## src/rtl/control_multi.sv

```systemverilog
// Multi-cycle RISC-V control FSM: fetch, decode, memory, ALU, branch, jump, LUI.
// Optional MULTI_MEMWAIT_EN: memory states wait for iMemReady before exiting.
module control_multi (
  input  logic       iCLK,
  input  logic       iRST,
  input  logic [6:0] iOp,
  input  logic       iMemReady,
  output logic       oPCWrite,
  output logic       oPCWriteCond,
  output logic       oIRWrite,
  output logic       oMemRead,
  output logic       oMemWrite,
  output logic       oRegWrite,
  output logic       oIorD,
  output logic [1:0] oALUSrcA,
  output logic [1:0] oALUSrcB,
  output logic [1:0] oALUop,
  output logic [1:0] oPCSource,
  output logic [1:0] oMemtoReg,
  output logic [3:0] oState,
  output logic       oIllegal
);

  typedef enum logic [3:0] {
    FETCH    = 4'd0,
    DECODE   = 4'd1,
    MEMADR   = 4'd2,
    MEMREAD  = 4'd3,
    MEMWB    = 4'd4,
    MEMWRITE = 4'd5,
    EXEC_R   = 4'd6,
    EXEC_I   = 4'd7,
    ALUWB    = 4'd8,
    BRANCH   = 4'd9,
    JAL      = 4'd10,
    JALR     = 4'd11,
    LUI      = 4'd12
  } state_t;

  localparam logic [6:0] OP_R     = 7'b0110011;
  localparam logic [6:0] OP_I     = 7'b0010011;
  localparam logic [6:0] OP_LOAD  = 7'b0000011;
  localparam logic [6:0] OP_STORE = 7'b0100011;
  localparam logic [6:0] OP_BR    = 7'b1100011;
  localparam logic [6:0] OP_JAL   = 7'b1101111;
  localparam logic [6:0] OP_JALR  = 7'b1100111;
  localparam logic [6:0] OP_LUI   = 7'b0110111;

  state_t state;
  logic   mem_ok;

`ifdef MULTI_MEMWAIT_EN
  assign mem_ok = iMemReady;
`else
  logic unused_ready;
  assign unused_ready = iMemReady;
  assign mem_ok = 1'b1;
`endif

  always_ff @(posedge iCLK) begin
    if (!iRST) begin
      state <= FETCH;
    end else begin
      case (state)
        FETCH:
          if (mem_ok) state <= DECODE;
        DECODE:
          case (iOp)
            OP_R:     state <= EXEC_R;
            OP_I:     state <= EXEC_I;
            OP_LOAD,
            OP_STORE: state <= MEMADR;
            OP_BR:    state <= BRANCH;
            OP_JAL:   state <= JAL;
            OP_JALR:  state <= JALR;
            OP_LUI:   state <= LUI;
            default:  state <= FETCH;
          endcase
        MEMADR:
          state <= (iOp == OP_LOAD) ? MEMREAD : MEMWRITE;
        MEMREAD:
          if (mem_ok) state <= MEMWB;
        MEMWRITE:
          if (mem_ok) state <= FETCH;
        EXEC_R, EXEC_I:
          state <= ALUWB;
        default:
          state <= FETCH;
      endcase
    end
  end

  // Outputs are forced quiet while reset is low so no write escapes the reset cycle.
  always_comb begin
    oPCWrite     = 1'b0;
    oPCWriteCond = 1'b0;
    oIRWrite     = 1'b0;
    oMemRead     = 1'b0;
    oMemWrite    = 1'b0;
    oRegWrite    = 1'b0;
    oIorD        = 1'b0;
    oALUSrcA     = 2'b00;
    oALUSrcB     = 2'b00;
    oALUop       = 2'b00;
    oPCSource    = 2'b00;
    oMemtoReg    = 2'b00;
    oIllegal     = 1'b0;
    if (iRST) begin
      case (state)
        FETCH: begin
          oMemRead = 1'b1;
          oALUSrcB = 2'b01;
          oIRWrite = mem_ok;
          oPCWrite = mem_ok;
        end
        DECODE: begin
          oALUSrcA = 2'b10;
          oALUSrcB = 2'b10;
          oIllegal = !(iOp inside {OP_R, OP_I, OP_LOAD, OP_STORE,
                                   OP_BR, OP_JAL, OP_JALR, OP_LUI});
        end
        MEMADR: begin
          oALUSrcA = 2'b01;
          oALUSrcB = 2'b10;
        end
        MEMREAD: begin
          oMemRead = 1'b1;
          oIorD    = 1'b1;
        end
        MEMWB: begin
          oRegWrite = 1'b1;
          oMemtoReg = 2'b01;
        end
        MEMWRITE: begin
          oMemWrite = 1'b1;
          oIorD     = 1'b1;
        end
        EXEC_R: begin
          oALUSrcA = 2'b01;
          oALUop   = 2'b10;
        end
        EXEC_I: begin
          oALUSrcA = 2'b01;
          oALUSrcB = 2'b10;
          oALUop   = 2'b10;
        end
        ALUWB:
          oRegWrite = 1'b1;
        BRANCH: begin
          oALUSrcA     = 2'b01;
          oALUop       = 2'b01;
          oPCWriteCond = 1'b1;
          oPCSource    = 2'b01;
        end
        JAL: begin
          oRegWrite = 1'b1;
          oMemtoReg = 2'b10;
          oPCWrite  = 1'b1;
          oPCSource = 2'b01;
        end
        JALR: begin
          oALUSrcA  = 2'b01;
          oALUSrcB  = 2'b10;
          oRegWrite = 1'b1;
          oMemtoReg = 2'b10;
          oPCWrite  = 1'b1;
          oPCSource = 2'b10;
        end
        LUI: begin
          oRegWrite = 1'b1;
          oMemtoReg = 2'b11;
        end
        default: ;
      endcase
    end
  end

  assign oState = iRST ? state : 4'd0;

endmodule

```

## config.mk

```make
export PLATFORM = sky130hd
export DESIGN_NAME = control_multi
export DESIGN_NICKNAME = d
export VERILOG_FILES = /design/src/rtl/control_multi.sv
export SDC_FILE = /design/constraint.sdc
export NUM_CORES = 1
export LEC_CHECK = 0
export ABC_CLOCK_PERIOD_IN_PS = 3460
export BUFFER_PORTS_ARGS = -buffer_cell sky130_fd_sc_hd__buf_2
export CAP_MARGIN = 10
export CORE_MARGIN = 10
export CORE_UTILIZATION = 35
export DETAILED_ROUTE_END_ITERATION = 12
export PLACE_DENSITY_LB_ADDON = 0.1
export RECOVER_POWER = 25
export SYNTH_ARGS = -nofsm -noshare
export SYNTH_HDL_FRONTEND = slang
export SYNTH_SLANG_ARGS = --single-unit
```

## constraint.sdc

```tcl
create_clock -name iCLK -period 3.46 [get_ports iCLK]
set_input_delay 0.519 -clock iCLK [delete_from_list [all_inputs] [get_ports iCLK]]
set_output_delay 0.519 -clock iCLK [all_outputs]
set_load 0.03 [all_outputs]
```

# == Yosys cells after proc, flatten, opt, wreduce, memory -nomap -nowiden ==
# Cells that the tools add are included.
# classes
n_eq_ne,20
mux,30
reduce_logical,13
# op_table
op,count
$pmux 4 s7,1
$eq 7x6->1 const B,3
$eq 7x7->1 const B,3
$eq 4x4->1 const B,5
$pmux 4 s5,1
$eq 4x3->1 const B,4
$mux 1,16
$pmux 2 s2,4
$reduce_or 2->1,6
$mux 2,5
$reduce_or 5->1,2
$eq 4x2->1 const B,2
$reduce_bool 8->1,1
$eq 7x2->1 const B,1
$eq 7x5->1 const B,1
$pmux 2 s3,1
$eq 4x1->1 const B,1
$logic_not 4->1,1
$mux 4,1
$reduce_or 4->1,1
$mux 3,1
$reduce_or 3->1,1
$logic_not 1->1,1
# totals
regBits,4
output_inout_bits,22

# == Logic depth before layout (Yosys ltp) ==
# depth
depth_word,5
mapped_depth,5

# == Least setup slack after synthesis ==
# OpenSTA, ideal clock, no wires.
# synth_timing
kind,register -> output
startpoint,register state[0]
endpoint,output port oALUop[0]
arrival_ns,1.783
setup_slack_ns,1.158
path_stages_with_launch,6
n_path_buf,2
path_cell_list,dfxtp_1 -> buf_6 -> and2b_4 -> nand2_1 -> nor3b_1 -> buf_4
# synth_between
elab_chain_len,4
# synth_rtl
item,line,source
from (decl),49,state_t state;
from (signal assigned),80,state <= (iOp == OP_LOAD) ? MEMREAD : MEMWRITE;
$eq 4x3->1,109,case (state)
$reduce_or 2->1 (no line),-,
$pmux 2 s2 (*),109,
$mux 2 (*),108,if (iRST) begin
to (decl),17,"output logic [1:0] oALUop,"
# Every way passes the cells marked *; elsewhere a longest branch is shown, timed or not.

# == Final worst setup path ==
# layout_timing
startpoint,register state[1]
endpoint,output port oALUSrcB[1]
# layout_between
elab_chain_len,4
# layout_rtl
item,line,source
"$eq 4x1->1, or another cell as far along",109,
$reduce_or 4->1 (no line),-,
$pmux 2 s2 (*),109,
$mux 2 (*),108,
to (decl),16,"output logic [1:0] oALUSrcB,"
# Marked as above.

==> results.md <==
- CP required: 2.94 ns
- Die Y: 61.3 um
- Worst slew pin tran: 0.566 ns
- Area of placed instances: 711 um2
- # rows: 14
- Async SR Flop Fraction: 0%
- Critical path data arrival time: 1.80 ns
- Pins over their slew limit: 0
- Reg clk slew, reported paths: 0.04 ns
- CP max-delay cell: dfxtp_1
- Critical-path cell list: and2b_1 > nor2_1 > nor3_1 > o31a_1 > buf_2
- Fill cells: 163
- Run status: complete, no violations
- Area leader, netlist: dfxtp_1
- Biggest register: state
- Drt first-iter violations: 11
- Ports: 32
- # port buffers: 30
- Largest register FFs: 4
- Top_reg_cell synth: dfxtp_1
- Top cell type's share of synthesized area: 13.4%
- Relative slew slack: 62.2%
- RSZ-0062 raised after global routing: no
- Max Buffers Root-to-Sink: 2
- DRC: 0
- DRT Wirelength: 1670 um
- Clk_skew: 0.00209 ns
- Core footprint: 1560 um2
- Via/cell ratio: 5.19
- Final ANT Viol Nets: 0
- Largest net degree at the start of global routing: 15
- Setup_tns: 0 ns
- Clock latency on the worst-skew pair: 0.23 ns
- CP Capture Type: primary output
- Hold-fix buffers at CTS: 0
- Seq/Total Area, Yosys: 13.4%
- DRT Pass-1 Iters: 4
- Initial Util: 38.2%
- # clock sinks: 4
- Fmax: 430 MHz
- Syn-to-layout area delta: 21.6%
- Cells after synthesis: 84
- Largest registers: state x4
- Final Setup Violations: 0
- Post-layout net count: 122
- R2R setup slack: 2.09 ns
- Routed len/inst: 13.3 um
- Synth Net Count: 94
- Htree depth: 1
- Crit path time final: 2.32 ns
- Ant. Diodes: 0
- # Post-CTS Setup Buffers: 0
- Overall die area: 3750 um2
- Vias in the first global route: 653
- Critical Path Source Type: flop
- Synthesized area: 596 um2
- RePlAce Congestion: 0.791
- Crit path kind: flop to primary output
- Max VDD drop: 0.178 mV
- Flops & latches, synth: 4
- Crit path largest cell delay: 0.58 ns
- Num CTS Buffers: 3
- Global-route wire length before repair: 2800 um
- Global route total overflow: 0
- CTS tree: built
- MaxCap Viol Count: 0
- Final instance area: 724 um2
- Clk Tree Root Cell: clkbuf_4
- Via count: 654
- CP Max Fanout: 14
- Tcrit/Tclk final: 67.2%
- Synth top area cells: dfxtp_1 13%, nor3_1 6.7%, nor2_1 5.7%
- Lkg Pwr: 0.350 nW
- Cts repair resizes: 0
- Detailed Place HPWL: 1350 um
- Final number of hold-violating endpoints: 0
- Initial antenna violation count: 0
- Layout cell share with drive strength beyond 1: 34.5%
- Die X: 61.3 um
- Syn avg cell area: 7.09 um2
- Synth warn: 0
- Unique cell type count in the Yosys netlist: 40
- Gr usage total: 9.40%
- Post-synth EDFFs: 0
- Pwr dens: 228 nW/um2
- Hold WC Path Type: flop to flop
==> metrics by stage <==
| step | hold slack, ns | worst slack [ns] | power [mW] | utilization, % | std cells |
|---|---|---|---|---|---|
| 2_1_floorplan | 0.523 | 1.16 | 0.0943 | - | 84 |
| 3_3_place_gp | 0.572 | 1.38 | 0.110 | 45.6 | 123 |
| 3_5_place_dp | 0.574 | 1.37 | 0.110 | 45.6 | 123 |
| 4_1_cts | 0.591 | 1.17 | 0.170 | 47.0 | 126 |
| 5_1_grt | 0.602 | 0.969 | 0.178 | 46.5 | 126 |
| 6_report | 0.566 | 1.14 | 0.165 | 46.5 | 126 |
==> worst max-delay path, delay by kind of cell, from the launching register on <==
| family | cells | cell delay, ns |
|---|---|---|
| flip-flops | 1 | 0.58 |
| AND/OR/NAND/NOR | 3 | 0.55 |
| AO/OA/AOI/OAI | 1 | 0.26 |
| buffers and inverters | 1 | 0.18 |
==> cells in the mapped netlist (2+ instances only) <==
master	n
nand3_1	2
buf_2	2
and3b_1	2
nor2_1	9
inv_1	4
nand2b_1	3
buf_4	3
dfxtp_1	4
and2_1	5
nor3_1	8
a21oi_1	3
nor2b_2	2
buf_6	2
nor3b_1	2
nand2_1	8
==> cell type report <==
| class | count | area (um2) | area share [%] |
|---|---|---|---|
| Clock buffer | 3 | 22.5 | 3.11 |
| Inverter | 4 | 15.0 | 2.07 |
| Multi-Input combinational cell | 69 | 440 | 60.8 |
| Sequential cell | 4 | 80.1 | 11.1 |
| Tap cell | 16 | 20.0 | 2.76 |
| Timing Repair Buffer | 30 | 146 | 20.2 |
==> path summary, 6_finish.rpt <==
check | end | startpoint | cells past startpoint
worst max-delay path | oALUSrcB[1] | state[1] | 5
worst min-delay path | state[0] | state[0] | 1
worst max register to register | state[3] | state[1] | 4
worst min register to register | state[0] | state[0] | 1
==> per-layer routing <==
layer  share of wire (%)  up-vias  track usage (%)  wire length [um]
met5                   0        -                0                 0
li1                    -      351                -                 -
met3                 9.2        0             3.91               153
met4                   0        0             1.95                 0
met1                  40      285             10.1               669
met2                  51       18             16.9               847
==> power by group <==
group / internal [mW] / total [mW] / switching [mW]
combinational: 0.0199 / 0.0570 / 0.0372
clock: 0.0388 / 0.0576 / 0.0188
sequential: 0.0476 / 0.0507 / 0.00317
==> placed cells by master, fill, tap and decap left out, drive strengths merged, types with 2 or more instances in the layout <==
cell / Yosys / layout
a21oi: 4 / 4
and2: 5 / 5
and3b: 2 / 2
buf: 7 / 27
clkbuf: 0 / 6
dfxtp: 4 / 4
inv: 4 / 4
nand2: 9 / 9
nand2b: 3 / 3
nand3: 2 / 2
nor2: 10 / 10
nor2b: 4 / 4
nor3: 9 / 9
nor3b: 2 / 2
o21ai: 2 / 2
==> logic make-up after synthesis <==
family	share of synthesized area (%)
AND/OR/NAND/NOR	54.0
AO/OA/AOI/OAI	17.6
multiplexers	1.68
buffers and inverters	11.8
XOR/XNOR	1.47
flip-flops	13.4
Note: power is estimated with default switching activity, not from simulation.
